<file path="config.mk">
export PLATFORM = sky130hd
export DESIGN_NAME = l2_param_array
export DESIGN_NICKNAME = d
export VERILOG_FILES = /design/src/rtl/l2_param_array.sv
export SDC_FILE = /design/constraint.sdc
export NUM_CORES = 2
export LEC_CHECK = 0
export CORE_AREA = 4 4 477 479
export DETAILED_ROUTE_END_ITERATION = 10
export DIE_AREA = 0 0 481 483
export PLACE_DENSITY = 0.71
export SKIP_CTS_REPAIR_TIMING = 1
export SYNTH_ARGS = -nofsm -noshare
export SYNTH_HDL_FRONTEND = slang
export SYNTH_SLANG_ARGS = --single-unit
</file>
<file path="constraint.sdc">
create_clock -name clk -period 5.1 [get_ports clk]
set_clock_uncertainty 0.1 [all_clocks]
set_input_delay 0.765 -clock clk [delete_from_list [all_inputs] [get_ports clk]]
set_output_delay 0.765 -clock clk [all_outputs]
set_load 0.005 [all_outputs]
</file>
<file path="src/rtl/l2_param_array.sv">
// Dual-read, single-write L2 storage array with byte-masked writes, per-entry valid bits and a clear sweep.
// Optional registered read ports are enabled by defining L2_PARAM_ARRAY_REG_READ_EN.
module l2_param_array #(
    parameter int WIDTH = 128,
    parameter int DEPTH = 16,
    parameter int IDX_W = $clog2(DEPTH)
) (
    input  logic               clk,
    input  logic               reset,
    input  logic               clear,
    output logic               busy,
    input  logic               write,
    input  logic [IDX_W-1:0]   windex,
    input  logic [WIDTH/8-1:0] wmask,
    input  logic [WIDTH-1:0]   datain,
    input  logic [IDX_W-1:0]   rindex_a,
    input  logic [IDX_W-1:0]   rindex_b,
    output logic [WIDTH-1:0]   dataout_a,
    output logic [WIDTH-1:0]   dataout_b,
    output logic               valid_a,
    output logic               valid_b
);

    localparam int NB = WIDTH / 8;

    typedef enum logic {IDLE, SWEEP} state_t;

    state_t           state_q, state_d;
    logic [IDX_W-1:0] ptr_q, ptr_d;
    logic [WIDTH-1:0] mem [DEPTH];
    logic [DEPTH-1:0] valid_q;
    logic             kill;
    logic             wr_en;

    function automatic logic [WIDTH-1:0] merge_bytes(input logic [WIDTH-1:0] old_d,
                                                     input logic [WIDTH-1:0] new_d,
                                                     input logic [NB-1:0]    m);
        logic [WIDTH-1:0] r;
        r = old_d;
        for (int k = 0; k < NB; k++) begin
            if (m[k]) r[8*k +: 8] = new_d[8*k +: 8];
        end
        return r;
    endfunction

    assign kill  = reset | clear;
    assign busy  = (state_q == SWEEP);
    // A zero mask is treated as no write at all, so it cannot set the valid bit.
    assign wr_en = write && !busy && !kill && (wmask != '0);

    always_comb begin
        state_d = state_q;
        ptr_d   = ptr_q;
        if (kill) begin
            state_d = SWEEP;
            ptr_d   = '0;
        end else if (state_q == SWEEP) begin
            ptr_d = ptr_q + 1'b1;
            if (ptr_q == IDX_W'(DEPTH - 1)) state_d = IDLE;
        end
    end

    always_ff @(posedge clk) begin
        state_q <= state_d;
        ptr_q   <= ptr_d;
    end

    always_ff @(posedge clk) begin
        if (busy) begin
            mem[ptr_q] <= '0;
        end else if (wr_en) begin
            mem[windex] <= merge_bytes(mem[windex], datain, wmask);
        end
    end

    // Valid bits drop at once so unswept entries already read as empty.
    always_ff @(posedge clk) begin
        if (kill) begin
            valid_q <= '0;
        end else if (wr_en) begin
            valid_q[windex] <= 1'b1;
        end
    end

`ifdef L2_PARAM_ARRAY_REG_READ_EN
    always_ff @(posedge clk) begin
        if (kill) begin
            dataout_a <= '0;
            valid_a   <= 1'b0;
            dataout_b <= '0;
            valid_b   <= 1'b0;
        end else begin
            if (wr_en && windex == rindex_a) begin
                dataout_a <= merge_bytes(mem[rindex_a], datain, wmask);
                valid_a   <= 1'b1;
            end else begin
                dataout_a <= valid_q[rindex_a] ? mem[rindex_a] : '0;
                valid_a   <= valid_q[rindex_a];
            end
            if (wr_en && windex == rindex_b) begin
                dataout_b <= merge_bytes(mem[rindex_b], datain, wmask);
                valid_b   <= 1'b1;
            end else begin
                dataout_b <= valid_q[rindex_b] ? mem[rindex_b] : '0;
                valid_b   <= valid_q[rindex_b];
            end
        end
    end
`else
    assign valid_a   = valid_q[rindex_a];
    assign valid_b   = valid_q[rindex_b];
    assign dataout_a = valid_q[rindex_a] ? mem[rindex_a] : '0;
    assign dataout_b = valid_q[rindex_b] ? mem[rindex_b] : '0;
`endif

endmodule

</file>
==> metrics <==
status=completed; max incr delay on CP=0.64 ns; Syn Area/Cell=19.4 µm²; Hold WS=0.397 ns; top_reg_cell synth=edfxtp_1; die width=481 µm; final wirelength=297,000 µm; Final Hold Vio Count=0; vias post-DR=57.5k; CP endpoint kind=output pin; synthesized instance count=4,922; Die ar.=0.232 mm²; io pins=419; Crit Path Max Fanout=80; count leader, synth=edfxtp_1; Synth Cell Area=0.0957 mm²; GRT Util Overall=25.2%; clock-pin slew on the worst setup and hold paths=0.06 ns; setup TNS=0 ns; Rows=174; CTS Sinks=2,069; Max-Cap Viols=0; Critical Path RT=4.24 ns; cell taking the most area after synthesis=edfxtp_1; CP cell instances=clkdlybuf4s50_1 > nor2b_4 > buf_12 > a22oi_1 > a21oi_1 > clkdlybuf4s50_1; Period Utilization, post-route=90.2%; antenna violations before repair=24; Leak=38.3 nW; Peak supply drop=0.000364 V; Core ar.=0.224 mm²; ys async rst share=0%; Initial Utilization=42.8%; number of CTS-inserted buffers=213; Post-DP HPWL=185,000 µm; combinational power share=5.5%; Net Sw Frac=21.6%; CP bufs+invs=3; NetSw=7.87 mW; grt ovf=0; FMAX=217 MHz; number of H-tree levels=4; RR Startpoint=busy; 1st-pass router iterations=7; Startpoint Class=input pin; Post-synth EDFFs=2,048; reg-to-reg endpoint=mem[4][117]; Hold Path Class=reg -> reg; Worst path depth=6; Root Driver=clkbuf_16; pin count of the biggest net entering global routing=102; Placer Congestion=0.832; Synth cell types=38; reg2reg path depth=4; Crit Path Class=in -> out; Yosys top cell area share=64.2%; unrepaired setup endpoints after global routing=no; worst setup path startpoint=rindex_a[3]; Routed wire per std cell=34.6 µm; Commonest cells post-synth=2,048 x edfxtp_1, 1,032 x mux4_2, 530 x a22oi_1; Die Y-Extent=483 µm; Clock Power Share=43.3%; r2r setup slk=1.53 ns; Internal=28.5 mW; Ys Warns=0; final setup vio count=0; layout cells sized above 1=30.6%; critical path endpoint=dataout_a[5]; cell family with most CP delay=buffers and inverters; Worst path most repeated cell=clkdlybuf4s50_1; post-synthesis sequential area ratio=64.7%; fin nets=5,561; actual slew at the worst max-slew pin=1.27 ns; Slew Viols, Final=0; part of the power in registers=51.1%; vias in the first global route=59.4k; Post-DRT Antenna Nets=0; Yosys reg bits=2,069; Mapped Nets=5,083; count of buffers from port buffering=418; Syn-to-layout area delta=16.9%; global-route wire length before repair=425,000 µm; critical path's slowest cell=clkdlybuf4s50_1; Worst-Skew Late Latency=0.85 ns; Final Critical Period=4.60 ns; TritonCTS clock tree=yes; residual DRC count=0; Longest Clk Path Bufs=3; Slew HR=15.4%; P per Cell Area=325 mW/mm²; drt initial violations=7,432; synth top area cells=edfxtp_1 64%, mux4_2 24%, a22oi_1 4.2%; Arrival @ worst endpoint=3.73 ns; Via-to-Cell Ratio=6.70
[worst reg2reg max path, stage by stage (launching register included)]
cell and delay [ns]:
dfxtp_1 0.72, nor3b_4 0.71, buf_4 0.49, a31oi_1 0.18, a21oi_1 0.98
[area by class of cell]
cell class	count	area (µm²)
well taps	2992	3740
clock buffers	252	5580
fillers	17700	112000
diodes	19	47.5
inverters	2	7.51
repair buffers	742	7290
flip-flops and latches	2069	61900
clock inverters	138	1460
multi-input cells	2372	31900
[worst min-delay path by stage]
| stage | cells after the start | slack [ns] | to | start |
|---|---|---|---|---|
| finish | 2 | 0.40 | valid_q[14] | valid_q[14] |
| global route | 2 | 0.42 | valid_q[2] | valid_q[2] |
| CTS | 2 | 0.39 | valid_q[14] | valid_q[14] |
| detailed placement | 2 | 0.38 | valid_q[14] | valid_q[14] |
| global placement | 2 | 0.36 | valid_q[14] | valid_q[14] |
| floorplan | 2 | 0.35 | valid_q[10] | valid_q[10] |
[per-layer routing]
layer	global-route usage [%]	routed length [µm]	vias to the layer above
met4	11.9	14600	4
met5	0	14	-
met1	33.7	108000	30300
li1	-	-	22700
met2	39.5	142000	3943
met3	5.80	32200	626
[power groups by stage]
stage	Sequential, mW	Clock [mW]	Combinational [mW]
6_report	18.6	15.8	2.01
3_5_place_dp	19.0	0	2.00
4_1_cts	18.6	15.9	2.01
3_3_place_gp	19.0	0	1.99
5_1_grt	18.6	16.7	2.09
2_1_floorplan	19.0	0	1.26
[kinds of logic (layout without fill, tap and decap cells)]
logic type	count (synthesis)	in the layout	share of synthesized area (%)
compound gates	1126	1126	7.50
xor+xnor	3	3	0.0275
fa+ha+maj	1	1	0.0131
buf+inv	481	1134	2.19
flops	2069	2069	64.7
mux	1033	1033	24.3
other cells	0	19	0
simple gates	209	209	1.30
[cell usage in the layout, fill, tap and decap left out, types with 5 or more instances in the layout]
cell	n
nor2_1	23
buf_12	52
clkbuf_16	218
nand2_1	5
and3_1	129
clkinvlp_4	7
bufinv_16	26
buf_4	272
a31oi_1	80
o21ai_4	7
a22oi_1	530
diode_2	19
clkinv_1	48
a21oi_1	490
edfxtp_1	2048
clkdlybuf4s50_1	414
a41oi_1	10
dfxtp_1	21
clkinv_2	42
clkbuf_1	34
nor2b_1	6
nand4_1	7
mux4_2	1032
[through the flow]
step                      utilization [%]  worst slack (ns)  power [mW]  std cells  cell area [µm²]
after detailed placement             46.9             0.194        21.0       8177           105000
final                                50.1             0.500        36.4       8586           112000
after CTS                            50.0             0.610        36.6       8567           112000
after global routing                 50.1             0.427        37.4       8583           112000
after global placement               46.9             0.234        21.0       8177           105000
after floorplan                         -              2.02        20.2       4922            95700
[registers in the layout (all words and copies together) (netlist names)]
| register | cells |
|---|---|
| mem | 2048 |
| valid_q | 16 |
| ptr_q | 4 |
| busy | 1 |
Power figures use the tool's default switching activity.
